==> src/rtl/hbus_dly_cal.sv <==
// hbus_dly_cal: HyperBus read-path latency calibration engine.
// Fires probe pulses into a loopback path, times each echo, and
// derives the delay-line code that brings total latency to TARGET.
// Ports: clk, rst (async, active-high), start, echo in;
//        probe, busy, done, err, delay[N-1:0], min_lat, max_lat out.
module hbus_dly_cal #(
  parameter int N           = 3,
  parameter int TARGET      = 8,
  parameter int TIMEOUT     = 31,
  parameter int TRIALS_LOG2 = 2
) (
  input  logic         clk,
  input  logic         rst,
  input  logic         start,
  input  logic         echo,
  output logic         probe,
  output logic         busy,
  output logic         done,
  output logic         err,
  output logic [N-1:0] delay,
  output logic [7:0]   min_lat,
  output logic [7:0]   max_lat
);

  typedef enum logic [2:0] {
    S_IDLE, S_SEND, S_WAIT, S_GAP, S_EVAL, S_FIN
  } state_t;

  localparam logic [7:0] TO = 8'(TIMEOUT);
  localparam logic [8:0] TGT = 9'(TARGET);
  localparam logic [8:0] CMAX = 9'((1 << N) - 1);
  localparam logic [TRIALS_LOG2:0] NTRIAL =
    (TRIALS_LOG2+1)'(1 << TRIALS_LOG2);

  state_t state, state_n;
  logic [7:0] cnt, cnt_n;
  logic [7:0] mn, mn_n;
  logic [7:0] mx, mx_n;
  logic [TRIALS_LOG2:0] trial, trial_n;
  logic to, to_n;

  logic [8:0] spread, margin;
  logic ev_err;
  logic [N-1:0] ev_code;

  always_comb begin
    state_n = state;
    cnt_n   = cnt;
    mn_n    = mn;
    mx_n    = mx;
    trial_n = trial;
    to_n    = to;
    unique case (state)
      S_IDLE: begin
        if (start) begin
          state_n = S_SEND;
          mn_n    = 8'hff;
          mx_n    = 8'h00;
          trial_n = '0;
          to_n    = 1'b0;
        end
      end
      S_SEND: begin
        state_n = S_WAIT;
        cnt_n   = 8'd1;
      end
      S_WAIT: begin
        // An echo on the last allowed cycle still counts as a hit.
        if (echo) begin
          if (cnt < mn) mn_n = cnt;
          if (cnt > mx) mx_n = cnt;
          cnt_n   = 8'd1;
          state_n = S_GAP;
        end else if (cnt == TO) begin
          to_n    = 1'b1;
          state_n = S_EVAL;
        end else begin
          cnt_n = cnt + 8'd1;
        end
      end
      S_GAP: begin
        // Hold off the next probe until the echo line is quiet.
        if (!echo) begin
          trial_n = trial + 1'b1;
          if (trial_n == NTRIAL) state_n = S_EVAL;
          else                   state_n = S_SEND;
        end else if (cnt == TO) begin
          to_n    = 1'b1;
          state_n = S_EVAL;
        end else begin
          cnt_n = cnt + 8'd1;
        end
      end
      S_EVAL:  state_n = S_FIN;
      S_FIN:   state_n = S_IDLE;
      default: state_n = S_IDLE;
    endcase
  end

  // 9-bit arithmetic so a negative result shows up in bit 8.
  assign spread = {1'b0, mx} - {1'b0, mn};
  assign margin = TGT - {1'b0, mx};

  always_comb begin
    ev_err  = 1'b0;
    ev_code = '0;
    if (to) begin
      ev_err = 1'b1;
    end else if (spread[8] || spread > 9'd1) begin
      ev_err = 1'b1;
    end else if (margin[8]) begin
      ev_err = 1'b1;
    end else if (margin > CMAX) begin
      ev_err  = 1'b1;
      ev_code = '1;
    end else begin
      ev_code = margin[N-1:0];
    end
  end

  always_ff @(posedge clk or posedge rst) begin
    if (rst) begin
      state   <= S_IDLE;
      cnt     <= '0;
      mn      <= '0;
      mx      <= '0;
      trial   <= '0;
      to      <= 1'b0;
      probe   <= 1'b0;
      busy    <= 1'b0;
      done    <= 1'b0;
      err     <= 1'b0;
      delay   <= '0;
      min_lat <= '0;
      max_lat <= '0;
    end else begin
      state <= state_n;
      cnt   <= cnt_n;
      mn    <= mn_n;
      mx    <= mx_n;
      trial <= trial_n;
      to    <= to_n;
      probe <= (state_n == S_SEND);
      busy  <= (state_n == S_SEND) || (state_n == S_WAIT) ||
               (state_n == S_GAP)  || (state_n == S_EVAL);
      done  <= (state_n == S_FIN);
      if (state == S_IDLE && start) err <= 1'b0;
      if (state == S_EVAL) begin
        err     <= ev_err;
        delay   <= ev_code;
        min_lat <= mn;
        max_lat <= mx;
      end
    end
  end

endmodule

==> config.mk <==
export PLATFORM = sky130hd
export DESIGN_NAME = hbus_dly_cal
export DESIGN_NICKNAME = d
export VERILOG_FILES = /design/src/rtl/hbus_dly_cal.sv
export SDC_FILE = /design/constraint.sdc
export NUM_CORES = 1
export LEC_CHECK = 0
export BUFFER_PORTS_ARGS = -buffer_cell sky130_fd_sc_hd__buf_2
export CELL_PAD_IN_SITES_DETAIL_PLACEMENT = 2
export CELL_PAD_IN_SITES_GLOBAL_PLACEMENT = 2
export CORE_MARGIN = 1
export CORE_UTILIZATION = 34
export CTS_CLUSTER_SIZE = 16
export DETAILED_ROUTE_END_ITERATION = 10
export PLACE_DENSITY = 0.82
export SLEW_MARGIN = 20
export SYNTH_ARGS = -nofsm -noshare
export SYNTH_HDL_FRONTEND = slang
export SYNTH_SLANG_ARGS = --single-unit
==> constraint.sdc <==
create_clock -name clk -period 2.24 [get_ports clk]
set_input_delay 0.112 -clock clk [delete_from_list [all_inputs] [get_ports clk]]
set_output_delay 0.112 -clock clk [all_outputs]
set_load 0.02 [all_outputs]
# Yosys cells after proc, flatten, opt, wreduce, memory -nomap -nowiden
# Cells that the tools add are included.
dict set report word_totals {
  reg_bits 54
  inputBits 4
  out_inout_bits 23
  wordCells 91
}
dict set report op_classes {
  n_addsub 4
  magnitude_cmp 4
  eq_ne 18
  n_mux 36
  n_reduce_logical 16
}
# op n
set ops {}
lappend ops {{8-bit two-way mux} 9}
lappend ops {{3-bit two-way mux} 11}
lappend ops {{8-bit one-hot mux with 2 select lines} 2}
lappend ops {{8-bit one-hot mux with 3 select lines} 1}
lappend ops {{3-bit one-hot mux with 5 select lines} 1}
lappend ops {{2-bit != test (second input constant)} 7}
lappend ops {{3-bit by 2-bit == test with 1-bit output (second input constant)} 4}
lappend ops {{3-bit == test (second input constant)} 4}
lappend ops {{4-bit AND reduction} 3}
lappend ops {{1-bit two-way mux} 10}
lappend ops {{9-bit by 1-bit > comparator with 1-bit output (second input constant)} 1}
lappend ops {{9-bit by 3-bit > comparator with 1-bit output (second input constant)} 1}
lappend ops {{4-bit by 8-bit subtractor with 9-bit output (first input constant)} 1}
lappend ops {{8-bit by 8-bit subtractor with 9-bit output} 1}
lappend ops {{8-bit by 1-bit adder with 8-bit output (second input constant)} 1}
lappend ops {{8-bit by 5-bit == test with 1-bit output (second input constant)} 1}
lappend ops {{8-bit > comparator} 1}
lappend ops {{8-bit less-than comparator} 1}
lappend ops {{3-bit by 1-bit == test with 1-bit output (second input constant)} 2}
lappend ops {{3-bit one-hot mux with 2 select lines} 1}
lappend ops {{2-bit nonzero test} 3}
lappend ops {{3-bit nonzero test} 2}
lappend ops {{1-bit logical OR} 4}
lappend ops {{3-bit by 1-bit adder with 3-bit output (second input constant)} 1}
lappend ops {{other kinds (5)} 5}

# Longest topological paths before layout
# Gate-level depths: netlist of the first run.
dict set report logic_depth {
  depth_word 9
  depth_mapped 10
  ltp_nobuf 10
}

# Least setup slack after synthesis of the first run
# OpenSTA, ideal clock, no wires.
dict set report synth_path {
  path_kind {flip-flop to flip-flop}
  startpoint {register mx[0]}
  endpoint {register err}
  setup_ns 0.133
  arrival_ns 2.140
  required_time_ns 2.107
  setup_slack_ns -0.034
  stages_incl_launch_ff 10
  n_path_buf 0
  synth_period_minus_slack_ns 2.274
  cell_sequence {dfrtp_1 inv_1 ha_1 inv_1 fa_1 a2111oi_4 o2111ai_1 nor4_1 o211ai_1 a2bb2oi_1}
}
dict set report synth_via {
  elab_chain_cells 7
  elab_cells_between_ends 10
  cone_classes {2 x add/sub; 2 x order compare; 5 x mux; 1 x reduce/logical}
}
# element line_no
set synth_lines {}
lappend synth_lines {{start: declaration} 38} ;# logic [7:0] mx, mx_n;
lappend synth_lines {{start signal: assignment} 140} ;# mx <= mx_n;
lappend synth_lines {{4-bit by 8-bit subtractor with 9-bit output} 102} ;# assign margin = TGT - {1'b0, mx};
lappend synth_lines {{9-bit by 3-bit > comparator with 1-bit output} 113} ;# end else if (margin > CMAX) begin
lappend synth_lines {{1-bit two-way mux} 113}
lappend synth_lines {{1-bit two-way mux} 111} ;# end else if (margin[8]) begin
lappend synth_lines {{1-bit two-way mux (*)} 109} ;# end else if (spread[8] || spread > 9'd1) begin
lappend synth_lines {{1-bit two-way mux (*)} 107} ;# if (to) begin
lappend synth_lines {{1-bit two-way mux (*)} 148} ;# if (state == S_EVAL) begin
lappend synth_lines {{end signal: assignment} 149} ;# err <= ev_err;
lappend synth_lines {{end: declaration} 19} ;# output logic err,
# Every way passes the cells marked *; elsewhere a longest branch is shown, timed or not.
# A chain may end at the register's enable or synchronous reset.

# Final worst setup path of the first run
# Same ends and word-level chain as after synthesis.

==> results by group, run 1 <==
Run status
  • Outcome: complete, but fails checks
  • Failing checks: negative hold slack, negative setup slack

Logic synthesis
  • Yosys reg bits: 54
  • Most used DFF post-synth: dfrtp_1
  • Seq/Total Area, Yosys: 0.422
  • Mapped cell area: 3200 µm²
  • Mapped Cells: 343
  • Top post-synthesis cells by area: dfrtp_1 (42%), ha_1 (11%), o21ai_0 (5.3%), nand2_1 (5.3%), mux2i_1 (3.8%)
  • Syn avg cell area: 9.33 µm²
  • Ys Warns: 0
  • Net count after synthesis: 376
  • Distinct cells, synth: 52
  • Post-synth EDFFs: 0
  • Async SR Flop Fraction: 1.00
  • Cell accounting for the most synthesized area: dfrtp_1
  • Synth top area share: 0.422

Worst setup path
  • Startpoint Class: flip-flop
  • Max FO, Critical Path: 4
  • Max stage delay on crit path: 0.41 ns
  • Worst endpoint data arrival time: 2.54 ns
  • Cell depth of the worst flop-to-flop path: 10
  • Worst reg2reg endpoint: err$_DFFE_PP0P_
  • Worst setup path endpoint: err$_DFFE_PP0P_
  • Source of the critical timing path: mx[0]$_DFFE_PP0P_
  • CP endpoint kind: flip-flop
  • Reg2reg setup slack: -0.12 ns
  • R2R Path Start: mx[0]$_DFFE_PP0P_
  • WP depth: 10
  • Most frequent CP cell: inv_2
  • CP bufs+invs: 2
  • Crit path cell chain: inv_2 > ha_4 > inv_2 > fa_2 > a21o_1 > a31oi_1 > mux2i_1 > nor4_1 > o211ai_1 > a2bb2oi_1
  • Crit Path Class: reg2reg
  • Highest-delay cell along the critical path: dfrtp_1
  • WP data required: 2.42 ns
  • Top delay family on crit path: compound AO/OA/AOI/OAI gates

Power and ir drop
  • VDD IR max: 0.331 mV
  • Seq pwr share: 0.319
  • Psw: 0.00217 W
  • Internal power: 0.00259 W
  • Sw frac: 0.456
  • Leak: 1.88 nW
  • Clock network power share: 0.118
  • Comb power frac: 0.563
  • Pwr per Cell Area: 1260 nW/µm²

Global route
  • All-layer global routing usage: 0.209
  • Antenna violations before repair: 0
  • Number of global-route vias before repair: 3,039
  • First-pass GRT wire length: 15.8 mm
  • Grt ovf: 0
  • Largest net degree at the start of global routing: 41

Finish
  • Synthesis-to-layout area growth: 17.8%
  • Register area: 1350 µm²
  • Layout cells sized above 1: 0.204
  • NumNets Final: 425
  • Commonest non-fill, non-tap cell in the layout: dfrtp_1
  • Area of the multi-input gates: 1750 µm²
  • Commonest non-fill, non-tap cells in the layout: dfrtp_1 (53), nand2_1 (45), o21ai_0 (34)
  • Fill cells: 1,038
  • Final Util: 0.410
  • Ant diodes: 0

CTS
  • H-tree Lvls: 2
  • CTS Sinks: 54
  • Clk root buf: clkbuf_8
  • Clock buffer depth: 2
  • CTS buffer count: 5
  • Worst-Skew Late Latency: 0.32 ns
  • TritonCTS clock tree: yes
  • Hold Buf Count CTS: 0
  • Clock transition at the registers of the reported paths: 0.10 ns

Timing
  • Setup Skew: 0.0178 ns
  • Tightest Pin Transition: 0.939 ns
  • Slew margin rel.: 0.373
  • Fmax: 0.424 GHz
  • Tightest hold margin: -0.00460 ns
  • Final setup fails: 4
  • Fin crit period: 2.36 ns
  • Final worst-path cycle share: 1.05
  • Hold Fails Final Rpt: 7
  • Pins Over Slew Limit: 0
  • Final Worst Setup Slack: -0.120 ns
  • Unrepaired setup endpoints after global routing: yes

Floorplan
  • Die height: 99.0 µm
  • Total Die Area: 9810 µm²
  • I/O Pins: 27
  • Core Region: 9200 µm²
  • Row count: 35
  • Starting density of the core: 0.348
  • Die span in x: 99.0 µm

Placement
  • GPL Wtd Cong: 0.914
  • Setup WS pre-CTS: -0.164 ns
  • Post-detail-place hpwl: 7.51 mm
  • IO buf count: 26

Drt
  • Iter 0 DRT Violations: 38
  • Vias per std cell: 5.32
  • Total number of vias: 2,682
  • DR WL/cell: 18.7 µm
  • First-pass iteration count of the detailed router: 4
  • DRC Markers: 0
  • ANT nets after route: 0
  • Routed WL: 9.44 mm

Job
  • Max-Cap Viols: 0

Worst hold path
  • Hold Crit Class: in2async
-- routing by layer --
metal	up-vias	routed length (µm)	global-route usage
li1	1301	-	-
met1	1326	4260	0.255
met2	40	4790	0.378
met3	15	187	0.0319
met4	0	202	0.0677
met5	-	0	0
-- cell type report --
cell class              instances  area share
multi-input cells             252       0.463
flip-flops and latches         54       0.359
inverters                      26      0.0259
clock buffers                   6      0.0192
repair buffers                 53      0.0926
well taps                     111      0.0368
clock inverters                 2     0.00365
-- power groups by stage --
stage / Sequential [W] / Clock, W / Combinational, W
3_5_place_dp: 0.00154 / 0 / 0.00263
5_1_grt: 0.00156 / 0.000610 / 0.00299
3_3_place_gp: 0.00151 / 0 / 0.00247
4_1_cts: 0.00152 / 0.000586 / 0.00267
6_report: 0.00152 / 0.000562 / 0.00268
2_1_floorplan: 0.00168 / 0 / 0.00154
-- state kept, by name, indices dropped and copies added (netlist names), 3 cells and up --
name     count
min_lat      8
state        3
trial        3
mx           8
cnt          8
delay        3
mn           8
max_lat      8
-- repair_timing --
item,in CTS,in global routing
endpoints found under the setup margin,6,21
endpoints found under the hold margin,0,0
resized for setup,6,7
pin swaps,9,9
buffers inserted,0,1
gates cloned,0,0
-- worst min path at each step --
stage	endpoint	start	slack (ns)
finish	min_lat[4]$_DFFE_PP0P_	rst	-0.005
floorplan	busy$_DFF_PP0_	start	0.24
CTS	min_lat[4]$_DFFE_PP0P_	rst	0.02
detailed placement	min_lat[4]$_DFFE_PP0P_	rst	0.37
global route	min_lat[4]$_DFFE_PP0P_	rst	0.04
global placement	min_lat[4]$_DFFE_PP0P_	rst	0.34
-- kinds of logic after synthesis --
family	share of synthesized area
xor gates and xnor gates	0.0191
and+or+nand+nor	0.158
muxes	0.0410
adders and majority gates	0.116
AOI/OAI and AO/OA	0.198
buffers and inverters	0.0461
DFF	0.422
-- worst register-to-register path, stage by stage (launching register included) --
cell,delay [ns]
dfrtp_1,0.41
inv_2,0.08
ha_4,0.13
inv_2,0.04
fa_2,0.35
a21o_1,0.20
a31oi_1,0.22
mux2i_1,0.12
nor4_1,0.31
o211ai_1,0.23
a2bb2oi_1,0.18
-- per-stage QoR --
step / total power (W) / hold WS, ns / TNS [ns] / instances / instance area, µm²
floorplan: 0.00321 / 0.241 / 0 / 343 / 3200
global route: 0.00516 / 0.0390 / -0.730 / 504 / 3770
CTS: 0.00478 / 0.0202 / -0.430 / 503 / 3740
finish: 0.00477 / -0.00460 / -0.302 / 504 / 3770
detailed placement: 0.00417 / 0.369 / -0.462 / 495 / 3630
global placement: 0.00398 / 0.339 / -0.0188 / 495 / 3630
-- cell usage after synthesis (2+ instances only) --
master	n
dfrtp_1	54
nand2_1	45
o21ai_0	34
ha_1	28
inv_1	26
nor2_1	25
a21oi_1	16
mux2i_1	12
clkbuf_1	9
nand3_1	8
o22a_1	8
a21o_1	6
nand2b_1	6
nand4_1	5
nor3_1	5
o21a_1	5
nor2b_1	4
xor2_1	4
o21ai_1	3
xnor2_1	3
a211oi_1	2
nand3b_1	2
o211ai_1	2
o31ai_1	2
or3_1	2
Note: power is estimated with default switching activity, not from simulation.
==> run 2: changes to the inputs <==
--- a/config.mk
+++ b/config.mk
@@ -5,11 +5,12 @@
 export SDC_FILE = /design/constraint.sdc
 export NUM_CORES = 1
 export LEC_CHECK = 0
+export ABC_AREA = 1
 export BUFFER_PORTS_ARGS = -buffer_cell sky130_fd_sc_hd__buf_2
 export CELL_PAD_IN_SITES_DETAIL_PLACEMENT = 2
 export CELL_PAD_IN_SITES_GLOBAL_PLACEMENT = 2
 export CORE_MARGIN = 1
-export CORE_UTILIZATION = 34
+export CORE_UTILIZATION = 32
 export CTS_CLUSTER_SIZE = 16
 export DETAILED_ROUTE_END_ITERATION = 10
 export PLACE_DENSITY = 0.82
==> results by group, run 2 <==
Floorplan
  • Die span in x: 105 µm
  • Starting density of the core: 0.330
  • Total Die Area: 11,000 µm²
  • I/O Pins: 27
  • Row count: 37
  • Die height: 105 µm
  • Core Region: 10,300 µm²

Timing
  • Fin crit period: 2.08 ns
  • Fin Setup TNS: 0 ns
  • Hold Fails Final Rpt: 0
  • Slew margin rel.: 0.601
  • Final worst-path cycle share: 0.929
  • Setup Skew: 0.0123 ns
  • Fmax: 0.480 GHz
  • Tightest hold margin: 0.179 ns
  • Tightest Pin Transition: 0.597 ns
  • Final setup fails: 0
  • Pins Over Slew Limit: 0

Logic synthesis
  • Largest family of logic cells by synthesized area: simple AND/OR/NAND/NOR gates
  • XOR/XNOR Fraction of Synth Area: 0.00776
  • Cell accounting for the most synthesized area: dfrtp_1
  • Post-Synth Simple-Gate Area: 0.282
  • Mapped Cells: 439
  • Most used DFF post-synth: dfrtp_1
  • Distinct cells, synth: 36
  • Mapped cell area: 3390 µm²
  • Synth Area in Adders: 0.109
  • Mux contribution to synthesized area: 0
  • Seq/Total Area, Yosys: 0.399
  • Ys Warns: 0
  • Compound-gate portion of the synthesized area: 0.121
  • Top post-synthesis cells by area: dfrtp_1 (40%), nand2_1 (13%), ha_1 (10%), inv_1 (6.3%), nor2_1 (5.0%)
  • Synth top cells by count: nand2_1 (114), inv_1 (57), dfrtp_1 (54)
  • Yosys reg bits: 54
  • Post-synth EDFFs: 0
  • Synth top area share: 0.399
  • Net count after synthesis: 472
  • Async SR Flop Fraction: 1.00
  • Syn avg cell area: 7.72 µm²
  • Cell with the most instances after synthesis: nand2_1

Placement
  • GPL Wtd Cong: 0.789
  • DP Area: 3710 µm²
  • Post-detail-place hpwl: 8.07 mm
  • Placed cells: 601
  • IO buf count: 26

Worst hold path
  • Hold Crit Class: in2reg

Finish
  • Synthesis-to-layout area growth: 13.0%
  • NumNets Final: 506
  • Ant diodes: 0
  • Commonest non-fill, non-tap cells in the layout: nand2_1 (114), inv_1 (56), dfrtp_1 (54)
  • Layout cells sized above 1: 0.160
  • Final Cell Area: 3830 µm²
  • Final non-filler cell total: 610
  • Commonest non-fill, non-tap cell in the layout: nand2_1

Power and ir drop
  • Psw: 0.00256 W
  • Clock network power share: 0.123
  • Seq pwr share: 0.300
  • VDD IR max: 0.579 mV
  • Leak: 2.05 nW
  • Comb power frac: 0.577
  • Sw frac: 0.512
  • Final Power: 0.00500 W
  • Pwr per Cell Area: 1310 nW/µm²
  • Internal power: 0.00244 W

Drt
  • Routed WL: 10.1 mm
  • Total number of vias: 3,037
  • Iter 0 DRT Violations: 74
  • Vias per std cell: 4.98
  • DR WL/cell: 16.6 µm
  • First-pass iteration count of the detailed router: 4
  • DRC Markers: 0
  • ANT nets after route: 0

CTS
  • CTS buffer count: 5
  • Clock transition at the registers of the reported paths: 0.11 ns
  • Post-CTS setup buffer count: 0
  • TritonCTS clock tree: yes
  • Worst-Skew Late Latency: 0.32 ns
  • Clock buffer depth: 2
  • H-tree Lvls: 2
  • CTS Sinks: 54
  • Clk root buf: clkbuf_8

Job
  • Max-Cap Viols: 0

Worst setup path
  • Reg2reg setup slack: 0.16 ns
  • Worst endpoint data arrival time: 2.33 ns
  • CP endpoint kind: flip-flop
  • Startpoint Class: flip-flop
  • Crit Path Class: reg2reg
  • Max FO, Critical Path: 4
  • WP data required: 2.49 ns

Global route
  • Antenna violations before repair: 0
  • Grt ovf: 0
  • All-layer global routing usage: 0.199
  • First-pass GRT wire length: 17.1 mm
  • Number of global-route vias before repair: 3,387
  • Largest net degree at the start of global routing: 37

Run status
  • Outcome: finished clean
==> run 2: cell count changes after synthesis, moves of 6 or more <==
cell / delta
o22a_1: -8
inv_2: +7
nand3_1: +20
clkbuf_1: -6
o21ai_2: +9
mux2i_1: -12
nand2_1: +69
nor2_1: +20
inv_1: +31
a21o_1: -6
nand2b_1: -6
==> run 2: final cells by class <==
type                    instances  area (µm²)
inverters                      65         246
repair buffers                 32         190
clock buffers                   6        82.6
well taps                     136         170
clock inverters                 2        16.3
multi-input cells             315        1770
fillers                      1237        6450
flip-flops and latches         54        1350
==> run 2: layer usage <==
metal | up-vias | part of all wire | GRT usage
li1 | 1471 | - | -
met2 | 31 | 0.51 | 0.362
met3 | 12 | 0.021 | 0.0256
met5 | - | 0 | 0
met4 | 0 | 0.017 | 0.0594
met1 | 1523 | 0.45 | 0.245
==> run 2: final timing paths <==
path                                        startpoint                     end  cells after the start
worst max-delay path                 mx[0]$_DFFE_PP0P_    delay[1]$_DFFE_PP0P_                     10
worst min-delay path                              echo      state[2]$_DFF_PP0_                      4
worst max register to register       mx[0]$_DFFE_PP0P_    delay[1]$_DFFE_PP0P_                     10
worst min register to register  min_lat[2]$_DFFE_PP0P_  min_lat[2]$_DFFE_PP0P_                      2
max in group asynchronous                          rst          done$_DFF_PP0_                      4
min in group asynchronous                          rst  min_lat[3]$_DFFE_PP0P_                      3
==> run 2: cell families (layout without fill, tap and decap cells) <==
kind of cell	count (synthesis)	count (layout)
AND/OR/NAND/NOR	212	212
AO/OA/AOI/OAI	71	71
buffers and inverters	70	105
flip-flops	54	54
adder cells (fa/ha/maj)	29	29
XOR/XNOR	3	3
==> run 2: repair_timing <==
item                                   in CTS  in global routing
hold buffers                                1                  0
endpoints found under the hold margin      20                  0
gates resized for setup                     0                  3
setup endpoints to repair                   0                  3
==> run 2: through the flow <==
step / util / setup WS (ns)
after floorplan: - / 0.372
after global placement: 0.361 / 0.323
after detailed placement: 0.361 / 0.133
after CTS: 0.372 / 0.0115
after global routing: 0.372 / -0.0141
final: 0.372 / 0.159
==> run 2: critical path, stage by stage (launching register included) <==
cell     delay (ns)
dfrtp_1        0.41
inv_1          0.12
ha_1           0.16
inv_1          0.07
fa_2           0.38
xor2_1         0.18
nor2_1         0.10
nand3_1        0.09
nor2_1         0.17
nand3_1        0.14
o21ai_1        0.19
==> run 2: power groups by stage <==
stage	logic, W	clock network (W)	registers [W]
6_report	0.00289	0.000615	0.00150
5_1_grt	0.00328	0.000663	0.00154
4_1_cts	0.00294	0.000629	0.00151
3_5_place_dp	0.00290	0	0.00152
3_3_place_gp	0.00273	0	0.00150
2_1_floorplan	0.00199	0	0.00160
